--- src/rtl/char_rom_arbiter_pkg.sv ---
// rtl/char_rom_arbiter_pkg.sv - shared draw types and widths for the char ROM arbiter
package char_rom_arbiter_pkg;

  localparam int XY_W   = 8;
  localparam int CODE_W = 7;

  typedef enum logic {
    REQ_MENU   = 1'b0,
    REQ_TOPBAR = 1'b1
  } req_id_t;

  function automatic req_id_t other_req(input req_id_t id);
    return (id == REQ_MENU) ? REQ_TOPBAR : REQ_MENU;
  endfunction

endpackage

--- src/rtl/char_req_tag_pipe.sv ---
// rtl/char_req_tag_pipe.sv - valid/tag shift pipe that follows each ROM lookup
module char_req_tag_pipe
  import char_rom_arbiter_pkg::*;
#(
  parameter int DEPTH = 2
) (
  input  logic    clk,
  input  logic    rst,
  input  logic    in_valid,
  input  req_id_t in_tag,
  output logic    out_valid,
  output req_id_t out_tag
);

  logic [DEPTH-1:0] valid_q;
  logic [DEPTH-1:0] tag_q;

  // advance the lookup markers one stage per cycle; reset drops anything in flight
  always_ff @(posedge clk) begin
    if (!rst) begin
      valid_q <= '0;
    end else begin
      valid_q <= {valid_q[DEPTH-2:0], in_valid};
    end
  end

  // tags only matter where the matching valid bit is set, so they need no reset
  always_ff @(posedge clk) begin
    tag_q <= {tag_q[DEPTH-2:0], in_tag};
  end

  assign out_valid = valid_q[DEPTH-1];
  assign out_tag   = req_id_t'(tag_q[DEPTH-1]);

endmodule

--- src/rtl/char_rom_arbiter.sv ---
// rtl/char_rom_arbiter.sv - two-requester round-robin arbiter with lock for a shared char ROM
module char_rom_arbiter
  import char_rom_arbiter_pkg::*;
#(
  parameter int ROM_LAT = 1
) (
  input  logic              clk,
  input  logic              rst,
  input  logic              req0_valid,
  input  logic [XY_W-1:0]   req0_xy,
  input  logic              req0_lock,
  input  logic              req1_valid,
  input  logic [XY_W-1:0]   req1_xy,
  input  logic              req1_lock,
  output logic              req0_ready,
  output logic              req1_ready,
  output logic [XY_W-1:0]   rom_xy,
  input  logic [CODE_W-1:0] rom_code,
  output logic              rsp0_valid,
  output logic [CODE_W-1:0] rsp0_code,
  output logic              rsp1_valid,
  output logic [CODE_W-1:0] rsp1_code
);

  localparam int PIPE_DEPTH = 1 + ROM_LAT;

  req_id_t           prio_q;
  logic              lock_q;
  req_id_t           holder;
  logic              grant_valid;
  req_id_t           grant_id;
  logic              grant_lock;
  logic [XY_W-1:0]   grant_xy;
  logic              pipe_valid;
  req_id_t           pipe_tag;

  // the last winner is always the one the pointer is not favouring
  assign holder = other_req(prio_q);

  // pick this cycle's winner: a locked holder first, then the round-robin pointer
  always_comb begin
    grant_valid = 1'b0;
    grant_id    = prio_q;
    if (lock_q && holder == REQ_MENU && req0_valid && req0_lock) begin
      grant_valid = 1'b1;
      grant_id    = REQ_MENU;
    end else if (lock_q && holder == REQ_TOPBAR && req1_valid && req1_lock) begin
      grant_valid = 1'b1;
      grant_id    = REQ_TOPBAR;
    end else if (req0_valid && req1_valid) begin
      grant_valid = 1'b1;
      grant_id    = prio_q;
    end else if (req0_valid) begin
      grant_valid = 1'b1;
      grant_id    = REQ_MENU;
    end else if (req1_valid) begin
      grant_valid = 1'b1;
      grant_id    = REQ_TOPBAR;
    end
    if (!rst) begin
      grant_valid = 1'b0;
    end
  end

  assign grant_xy   = (grant_id == REQ_MENU) ? req0_xy : req1_xy;
  assign grant_lock = (grant_id == REQ_MENU) ? req0_lock : req1_lock;
  assign req0_ready = grant_valid && (grant_id == REQ_MENU);
  assign req1_ready = grant_valid && (grant_id == REQ_TOPBAR);

  // pointer, lock state and ROM address update on every accepted lookup
  always_ff @(posedge clk) begin
    if (!rst) begin
      prio_q <= REQ_MENU;
      lock_q <= 1'b0;
      rom_xy <= '0;
    end else begin
      lock_q <= grant_valid && grant_lock;
      if (grant_valid) begin
        prio_q <= other_req(grant_id);
        rom_xy <= grant_xy;
      end
    end
  end

  char_req_tag_pipe #(
    .DEPTH(PIPE_DEPTH)
  ) u_tag_pipe (
    .clk      (clk),
    .rst      (rst),
    .in_valid (grant_valid),
    .in_tag   (grant_id),
    .out_valid(pipe_valid),
    .out_tag  (pipe_tag)
  );

  // the lookup leaving the pipe lines up with rom_code; steer it to its owner
  assign rsp0_valid = rst && pipe_valid && (pipe_tag == REQ_MENU);
  assign rsp1_valid = rst && pipe_valid && (pipe_tag == REQ_TOPBAR);
  assign rsp0_code  = rsp0_valid ? rom_code : '0;
  assign rsp1_code  = rsp1_valid ? rom_code : '0;

endmodule

--- config.mk ---
export PLATFORM = sky130hd
export DESIGN_NAME = char_rom_arbiter
export DESIGN_NICKNAME = d
export VERILOG_FILES = /design/src/rtl/char_rom_arbiter_pkg.sv /design/src/rtl/char_req_tag_pipe.sv /design/src/rtl/char_rom_arbiter.sv
export SDC_FILE = /design/constraint.sdc
export NUM_CORES = 1
export LEC_CHECK = 0
export BUFFER_PORTS_ARGS = -buffer_cell sky130_fd_sc_hd__buf_2
export CELL_PAD_IN_SITES_DETAIL_PLACEMENT = 1
export CELL_PAD_IN_SITES_GLOBAL_PLACEMENT = 1
export CORE_AREA = 2 2 72 47
export DETAILED_ROUTE_END_ITERATION = 10
export DIE_AREA = 0 0 74 49
export HOLD_SLACK_MARGIN = 0.08
export PLACE_DENSITY_LB_ADDON = 0.1
export SLEW_MARGIN = 20
export SYNTH_ARGS = -nofsm -noshare
export SYNTH_HDL_FRONTEND = slang
export SYNTH_SLANG_ARGS = --single-unit
--- constraint.sdc ---
create_clock -name clk -period 1.5 [get_ports clk]
set_clock_uncertainty 0.1 [all_clocks]
set_input_delay 0.3 -clock clk [delete_from_list [all_inputs] [get_ports clk]]
set_output_delay 0.3 -clock clk [all_outputs]
set_load 0.1 [all_outputs]
Word level (Yosys, flattened, before mapping) --
Cells that the tools add are included.
Operators by class: mux-type cells 17, bitwise gates (word level) 2, reductions and logical operators 13
Operators with widths (number):
- $mux 1 | 14
- $mux 7 | 2
- $logic_and 1x1->1 | 13
- $mux 8 | 1
- $not 1->1 | 2
Word-level totals: register bits 14, input bits 29, output and inout bits 26, logic and storage cells 37

Logic depth before layout (Yosys ltp) --
Gate-level depths: netlist of the first run.
depth in word-level cells 8, depth in mapped cells 6, gate-level depth less buffers 5

By module --
Synthesis of the first run repeated with hierarchy kept, for this count alone.
Unflattened totals: cell total of the unflattened synthesis 87, area total of the unflattened synthesis 710.7 sq um
By module, submodules not included:
- char_rom_arbiter | times used 1, cells each 81, area an instance 618.1 sq um, seq. area each 200.2 sq um
- char_req_tag_pipe | times used 1, cells each 6, area an instance 92.6 sq um, seq. area each 80.1 sq um

Least setup slack after synthesis of the first run --
Ideal clock, no wire load.
path type register to output, from reg u_tag_pipe.valid_q[1], to out rsp0_code[0], arrival time 2.662 ns, required time 1.100 ns, setup slack -1.562 ns, cell stages (with the launch flop) 4, path buffers 0, path through dfxtp_1 -> nand2_1 -> nor2_1 -> and2_1
Between the ends: cells in the longest elaborated chain, start to end 3
RTL lines:
- from (decl) | line char_req_tag_pipe.sv:15 | logic [DEPTH-1:0] valid_q;
- from (signal assigned) | line char_req_tag_pipe.sv:23 | valid_q <= {valid_q[DEPTH-2:0], in_valid};
- $logic_and 1x1->1 (2 in series) | line char_rom_arbiter.sv:97 | assign rsp0_valid = rst && pipe_valid && (pipe_tag == REQ_MENU);
- named net rsp0_valid | line char_rom_arbiter.sv:19 | output logic rsp0_valid,
- $mux 7 | line char_rom_arbiter.sv:99 | assign rsp0_code = rsp0_valid ? rom_code : '0;
- to (decl) | line char_rom_arbiter.sv:20 | output logic [CODE_W-1:0] rsp0_code,
The timed path passes the listed nets, and every way through them passes these cells.

Worst setup path after layout of the first run --
from reg prio_q, to out req0_ready
Between the ends: cells in the longest elaborated chain, start to end 8, elaborated cells between the ends (all ways) 17, those cells by class 9 x mux; 1 x bitwise; 7 x reduce/logical
RTL lines:
- from (decl) | line char_rom_arbiter.sv:27 | req_id_t prio_q;
- from (signal assigned) | line char_rom_arbiter.sv:79 | prio_q <= other_req(grant_id);
- $mux 1 | line char_rom_arbiter_pkg.sv:13 | return (id == REQ_MENU) ? REQ_TOPBAR : REQ_MENU;
- $logic_and 1x1->1 (3 in series) | line char_rom_arbiter.sv:47 | end else if (lock_q && holder == REQ_TOPBAR && req1_valid && req1_lock) begin
- $mux 1 | line char_rom_arbiter.sv:47
- $mux 1 * | line char_rom_arbiter.sv:44 | if (lock_q && holder == REQ_MENU && req0_valid && req0_lock) begin
- named net grant_id | line char_rom_arbiter.sv:31 | req_id_t grant_id;
- $not 1->1 *
- $logic_and 1x1->1 * | line char_rom_arbiter.sv:67 | assign req0_ready = grant_valid && (grant_id == REQ_MENU);
- to (decl) | line char_rom_arbiter.sv:15 | output logic req0_ready,
Mark *: on every way through the listed nets, which the timed path passes. The rest lies on a longest branch.

==> run metrics, run 1 <==
status finished with violations; failing checks setup timing; DRT Pass-1 Iters 4; Worst slew margin around two thirds; initial antenna violation count 0; RR Startpoint prio_q; CTS Buffer Depth 2; CP endpoint kind primary output; die height just under 50 um; pre-CTS setup slack -128 ps; Clock transition at path regs 60 ps; nets 186; vias in the first global route 961; Port-buffer cells 54; Worst setup SP type flop; Die W 74 um; GPL Wtd Cong 0.710; pins over their slew limit 0; initial core utilization around 23%; row count 16; max incr delay on CP around 340 ps; WL/cell 14.3 um; syn_nets roughly 120; Lkg Pwr between 0.0006 and 0.0007 uW; Setup crit end req0_ready; Least-Margin Pin Slew between 400 and 500 ps; synth top area cells dfxtp_1 40%, and2_1 13%, o21ai_0 7.8%, a31oi_1 5.3%, nand3_1 5.0%; Hold Path Class in2reg; #FFs+latches synth 14; Post-CTS Setup Repair Bufs 0; Root Buffer Master clkbuf_8; register area share after synthesis between 30% and 40%; TritonCTS clock tree yes; Core ar. around 0.0030 mm2; I/O pin count 55; Final HPWL DP approximately 2.4 mm; worst-path cell chain nor2b_4 -> or2_4 -> nand2_4 -> inv_2 -> nor2_4 -> buf_12; Worst setup startpoint prio_q; final setup fails 18; Tmin final 1760 ps; pwr dens approximately 810 mW/mm2; Max Fanout on Critical Path 4; initial detailed-routing violation count 36; synthesized instance count between 80 and 90; library cells used by synthesis 26; clk sink count 14; area delta synth->final 120%; ANT cells 0; first-pass GRT wire length between 4 and 5 mm; Critical Path AT 1360 ps; Final WS setup -256 ps; Max VDD drop about 330 uV; largest net degree at the start of global routing 14; Synth area leader dfxtp_1; R2R cell count 4; worst skew pair latency between 200 and 250 ps; TritonCTS Buffers 3; number of vias per cell 4.53; WP buf/inv 2; Post-Route WL 2.85 mm; share of post-route cells with drive strength above 1 67.7%; max_cap viols 0; critical path depth in cells 6; antenna-violating nets left 0; slowest CP cell dfxtp_2; Yosys warning total 0; Synth Area per Inst 8.07 um2; Fmax around 0.57 GHz; WS Path Type reg2out; die area 0.00363 mm2; DR vias 905; cell class contributing the biggest share of worst-path delay simple AND/OR/NAND/NOR gates; R2R Path End rom_xy[3]; hold_ws about 230 ps; FF-to-FF setup slack 90 ps; total gr overflow 0; # DRC 0; mapped cell area around 700 um2; unrepaired setup endpoints after global routing yes; setup tns final -1940 ps; htree depth 1; Final Hold Fails 0; final worst-path cycle share 117%; worst endpoint required time ~1100 ps; post-synth top area share around two fifths; Total GRT Usage between 10% and 20%
[report_power, final]
part / internal (uW) / switching (uW)
clock network: 177 / 132
registers: 406 / 17.1
logic: 170 / 353
[cell usage after synthesis]
master and instances:
inv_2 1, o21ai_0 11, nor2_2 1, o31ai_1 2
nand2_1 1, or2_1 1, or3_1 1, a21oi_1 2
buf_2 1, nand3_1 7, nor2b_1 1, dfxtp_1 14
nor4_1 2, clkinv_1 1, o21a_1 1, and2_1 15
nand2_4 1, a211oi_1 2, o21ai_2 2, clkbuf_1 2
a31oi_1 6, buf_4 1, nor2_1 6, o311a_1 1
and3_1 2, o21ai_1 2
[cell type report]
type                    count  area [um2]
inverters                   2        7.51
repair buffers             69         664
clock buffers               3        41.3
well taps                  45        56.3
multi-input cells          67         492
flip-flops and latches     14         285
fillers                   349        1480
[placed cells by master, fill, tap and decap left out, types with 2 or more instances in the layout]
master and n:
dfxtp_1 10, nor2_4 3, and2_4 14, buf_6 3, a211oi_1 2, buf_4 12
buf_2 36, and3_4 2, o21ai_1 2, o21ai_0 11, clkbuf_8 3, nor2_1 3
dfxtp_2 4, a31oi_1 6, buf_12 18, nand3_1 7, o31ai_1 2
[routing by layer]
metal	track usage, %	up-vias	part of all wire (%)
met5	0	-	0
met4	2.73	0	0.77
met3	4.96	2	5.5
met2	27.1	29	47
met1	23.6	424	47
li1	-	450	-
[how the worst min path moves through the flow]
stage                         from                  end  cells past startpoint
2_1_floorplan  u_tag_pipe.tag_q[0]  u_tag_pipe.tag_q[1]                      0
3_3_place_gp   u_tag_pipe.tag_q[0]  u_tag_pipe.tag_q[1]                      0
3_5_place_dp   u_tag_pipe.tag_q[0]  u_tag_pipe.tag_q[1]                      0
4_1_cts                 req1_xy[4]            rom_xy[4]                      3
5_1_grt                  req1_lock               lock_q                      3
6_report                 req1_lock               lock_q                      3
[logic make-up (layout without fill, tap and decap cells)]
kind of cell	after synthesis	after routing	synth area share (%)
buffers and inverters	6	74	3.92
DFF	14	14	39.9
AOI/OAI and AO/OA	29	29	25.3
and+or+nand+nor	38	38	30.8
[flip-flops by register name, summed over array words and instances (netlist names)]
signal,flops
rom_xy,8
u_tag_pipe.tag_q,2
u_tag_pipe.valid_q,2
lock_q,1
prio_q,1
[metrics by stage]
step,power (uW),utilization [%],instances,instance area [um2]
after CTS,1270,51.3,201,1550
after floorplan,763,-,87,796
after global placement,936,48.8,199,1480
final,1260,51.2,200,1550
after global routing,1310,51.2,200,1550
after detailed placement,949,48.8,199,1480
[worst reg2reg max path: cells and delay by family, from the launching register on]
family,cells,cell delay [ps]
flops,1,340
compound gates,3,790
simple gates,1,100
[timing repair]
action / CTS / global route
hold buffers: 0 / 0
endpoints found under the setup margin: 19 / 21
pin swaps: 15 / 9
resized for setup: 12 / 2
hold endpoints to repair: 0 / 0
No activity file was read; power rests on OpenSTA's default activity.
==> run 2, diff against run 1 <==
--- a/config.mk
+++ b/config.mk
@@ -11,9 +11,11 @@
 export CORE_AREA = 2 2 72 47
 export DETAILED_ROUTE_END_ITERATION = 10
 export DIE_AREA = 0 0 74 49
+export GPL_TIMING_DRIVEN = 0
 export HOLD_SLACK_MARGIN = 0.08
 export PLACE_DENSITY_LB_ADDON = 0.1
 export SLEW_MARGIN = 20
 export SYNTH_ARGS = -nofsm -noshare
 export SYNTH_HDL_FRONTEND = slang
 export SYNTH_SLANG_ARGS = --single-unit
+export TNS_END_PERCENT = 5
==> run metrics, run 2 (synthesis gave the netlist of run 1 again) <==
failing checks setup timing; top flop regs rom_xy (8), u_tag_pipe.tag_q (2), u_tag_pipe.valid_q (2); row count 16; commonest non-fill, non-tap cells in the layout 37 x buf_2, 16 x buf_12, 14 x and2_4, 11 x o21ai_0, 11 x dfxtp_1; Port-buffer cells between 50 and 60; Max VDD drop around 430 uV; htree depth 1; worst endpoint required time around 1100 ps; R2R cell count 6; Largest register FFs 8; Lkg Pwr between 0.0006 and 0.0007 uW; GPL Wtd Cong approximately 0.72; WS Path Type reg2out; NetSw around 510 uW; final worst-path cycle share 119%; initial antenna violation count 0; dpl cells roughly 190; max_cap viols 0; FF-to-FF setup slack 100 ps; Max Fanout on Critical Path 4; R2R Path End rom_xy[4]; P_int a little under 800 uW; hold buffer count at CTS 0; Comb power frac about 39%; Critical Path AT about 1400 ps; TritonCTS clock tree yes; Clock transition at path regs approximately 60 ps; final setup fails 18; share of post-route cells with drive strength above 1 65.1%; Reg with most FFs rom_xy; DRT Pass-1 Iters 3; Hold EP lock_q; Worst setup SP type flop; Post-Route WL between 3 and 4 mm; Final WS setup -281 ps; nets 179; TritonCTS Buffers 3; Final HPWL DP 2.07 mm; ANT cells 0; post-route insts no fill around 190; DR vias 875; hold path start req1_lock; pwr dens just under 900 mW/mm2; Least-Margin Pin Slew approximately 490 ps; CTS Buffer Depth 2; slowest CP cell dfxtp_2; status finished with violations; WL/cell approximately 16 um; Root Buffer Master clkbuf_8; Worst setup startpoint prio_q; Sequential Power Share 32.5%; pins over their slew limit 0; initial core utilization 23.2%; Tmin final 1780 ps; first-pass GRT wire length around 4.7 mm; setup tns final -2000 ps; antenna-violating nets left 0; Core ar. between 0.003 and 0.004 mm2; Total GRT Usage 17.8%; RR Startpoint prio_q; I/O pin count 55; # DRC 0; clock network power share 28.5%; commonest non-fill, non-tap cell in the layout buf_2; WP buf/inv 2; max incr delay on CP between 300 and 400 ps; Hold Path Stages 3; number of vias per cell ~4.5; Fmax 0.561 GHz; unrepaired setup endpoints after global routing yes; die area approximately 0.0036 mm2; Final Hold Fails 0; Worst slew margin roughly two thirds; area delta synth->final 111%; CP endpoint kind primary output; clk sink count 14; Net Sw Frac between 30% and 40%; worst skew pair latency approximately 240 ps; Hold Path Class in2reg; largest net degree at the start of global routing 11; initial detailed-routing violation count 30; total gr overflow 0; Die W around 74 um; worst-path cell chain nor2b_4 -> or2_4 -> nand2_8 -> inv_4 -> nor2_4 -> buf_12; cell class contributing the biggest share of worst-path delay simple AND/OR/NAND/NOR gates; die height approximately 49 um; vias in the first global route ~900
## run 2: cell types whose count changed in the layout (fill, tap and decap cells not counted), sizes merged
cell	previous run	this run
clkbuf	3	5
buf	69	61
## run 2: power groups by stage
stage / registers [uW] / clock network [uW] / logic (uW)
global route: 428 / 407 / 533
finish: 424 / 371 / 507
floorplan: 561 / 0 / 195
detailed placement: 429 / 0 / 433
CTS: 422 / 381 / 503
global placement: 428 / 0 / 428
## run 2: through the flow
stage               area (um2)  power [uW]  hold slack [ps]  setup slack [ps]  utilization [%]
floorplan                  767         756              210              -293                -
global placement          1090         856              216              -551             36.2
detailed placement        1090         863              230              -562             36.2
CTS                       1470        1310              219              -392             48.5
global route              1480        1370              221              -341             49.0
finish                    1480        1300              227              -281             49.0
## run 2: worst max path at each step
stage / slack, ps / cells past startpoint / endpoint
CTS: -390 / 7 / req0_ready
global placement: -550 / 6 / req1_ready
global route: -340 / 6 / req0_ready
floorplan: -290 / 3 / rsp0_code[0]
finish: -280 / 6 / req0_ready
detailed placement: -560 / 6 / req1_ready
## run 2: what timing repair did
item | CTS | global route
endpoints found under the hold margin | 0 | 0
setup buffers | 4 | 1
pin swaps | 8 | 13
gates resized for setup | 76 | 6
endpoints found under the setup margin | 18 | 27
## run 2: final cells by class
class                      instances  area (um2)
clock buffer                       4        55.1
buffer                             3        23.8
sequential                        14         284
tap                               45        56.3
inverter                           2        10.0
fill                             349        1540
timing repair buffer              59         557
multi-input combinational         67         495
## run 2: tightest hold or removal path, cell delays in order
cell and delay, ps:
buf_2 110, nand3_1 60, a21oi_1 50
## run 2: routing by layer
layer	wire [um]	GRT usage [%]
met1	1330	22.5
met4	17	3.64
met5	0	0
met3	258	6.40
met2	1420	29.0
==> run 3, diff against run 2 <==
--- a/config.mk
+++ b/config.mk
@@ -13,6 +13,7 @@
 export DIE_AREA = 0 0 74 49
 export GPL_TIMING_DRIVEN = 0
 export HOLD_SLACK_MARGIN = 0.08
+export MAX_ROUTING_LAYER = met4
 export PLACE_DENSITY_LB_ADDON = 0.1
 export SLEW_MARGIN = 20
 export SYNTH_ARGS = -nofsm -noshare
==> run metrics, run 3 (synthesis gave the netlist of run 1 again) <==
status finished with violations; failing checks setup timing; antenna-violating nets left 0; die area around 0.0036 mm2; setup tns final -2040 ps; largest net degree at the start of global routing 11; die height slightly below 50 um; DRT met1 WL between 1 and 1.5 mm; number of vias per cell between 4 and 5; ANT cells 0; Final HPWL DP about 2.1 mm; clk sink count 14; worst endpoint required time between 1000 and 1500 ps; register area between 200 and 300 um2; Fmax approximately 0.56 GHz; CTS Buffer Depth 2; Least-Margin Pin Slew 492 ps; final setup fails 18; # DRC 0; Clock transition at path regs roughly 60 ps; Reg with most FFs rom_xy; Core ar. roughly 0.0030 mm2; commonest non-fill, non-tap cell in the layout buf_2; Multi-input gate area 495 um2; Post-Route WL slightly above 3 mm; TritonCTS Buffers 3; htree depth 1; Tmin final around 1800 ps; GPL Wtd Cong 0.730; FF-to-FF setup slack roughly 100 ps; Largest register FFs 8; first-pass GRT wire length around 4.7 mm; Final WS setup -283 ps; Final Util roughly 49%; Hold Path Stages 3; initial core utilization 23.2%; unrepaired setup endpoints after global routing yes; hold path start req1_xy[6]; fill count 349; RR Startpoint prio_q; pins over their slew limit 0; initial detailed-routing violation count 28; pwr dens just under 900 mW/mm2; Max Fanout on Critical Path 4; Critical Path AT roughly 1400 ps; final worst-path cycle share 119%; worst skew pair latency between 200 and 250 ps; Hold EP rom_xy[6]; Total GRT Usage between 10% and 20%; WS Path Type reg2out; Worst setup SP type flop; Root Buffer Master clkbuf_8; area delta synth->final 111%; Routed met3 length 233 um; Power Total about 1300 uW; vias in the first global route between 900 and 1,000; Max VDD drop ~430 uV; Lkg Pwr roughly 0.00064 uW; TritonCTS clock tree yes; I/O pin count 55; row count 16; Worst slew margin approximately 67%; DR vias a little under 900; Final Hold Fails 0; DR WL met2 approximately 1.4 mm; max_cap viols 0; top flop regs rom_xy (8), u_tag_pipe.tag_q (2), u_tag_pipe.valid_q (2); Port-buffer cells 54; share of post-route cells with drive strength above 1 65.1%; commonest non-fill, non-tap cells in the layout 37 x buf_2, 16 x buf_12, 14 x and2_4, 11 x o21ai_0, 11 x dfxtp_1; total gr overflow 0; initial antenna violation count 0; DRT Pass-1 Iters 4; Hold Path Class in2reg; CP endpoint kind primary output; Die W 74 um; R2R Path End rom_xy[4]; WL/cell between 15 and 20 um; DR top layer met4; R2R cell count 6; nets ~180
[run 3: metal layers]
metal / GRT usage (%) / vias to the layer above
met5: - / -
li1: - / 437
met4: 3.64 / 0
met1: 22.6 / 404
met2: 29.2 / 34
met3: 5.79 / 2
[run 3: worst max path at each step]
stage                          startpoint           end  slack [ps]  cells past startpoint
global route                       prio_q    req0_ready        -340                      6
CTS                                prio_q    req0_ready        -390                      7
finish                             prio_q    req0_ready        -280                      6
detailed placement              req0_lock    req1_ready        -560                      6
global placement                req0_lock    req1_ready        -550                      6
floorplan           u_tag_pipe.valid_q[1]  rsp0_code[0]        -290                      3
[run 3: area by class of cell]
type,instances,area share [%]
buffer,3,1.60
clock buffer,4,3.72
inverter,2,0.676
multi-input combinational,67,33.4
sequential,14,19.2
tap,45,3.80
timing repair buffer,59,37.6
[run 3: power breakdown]
part	internal, uW	switching (uW)	leakage [uW]
clock	232	139	0.0000288
sequential	406	18.0	0.000117
combinational	153	355	0.000498
total	791	512	0.000644
[run 3: critical path, cell delays in order (launching register included)]
cell	delay, ps
dfxtp_2	340
nor2b_4	130
or2_4	260
nand2_8	80
inv_4	40
nor2_4	100
buf_12	180
[run 3: metrics by stage]
| step | cell area, um2 | worst slack (ps) | std cells | hold slack [ps] |
|---|---|---|---|---|
| 4_1_cts | 1470 | -392 | 194 | 219 |
| 3_5_place_dp | 1090 | -562 | 186 | 230 |
| 3_3_place_gp | 1090 | -551 | 186 | 216 |
| 6_report | 1480 | -283 | 194 | 226 |
| 2_1_floorplan | 767 | -293 | 87 | 210 |
| 5_1_grt | 1480 | -341 | 194 | 219 |
[run 3: what timing repair did]
| action | 4_1_cts | 5_1_grt |
|---|---|---|
| endpoints found under the hold margin | 0 | 0 |
| pin swaps | 8 | 13 |
| setup buffers | 4 | 1 |
| gates resized for setup | 76 | 6 |
| setup endpoints to repair | 18 | 27 |
| hold buffers | 0 | 0 |
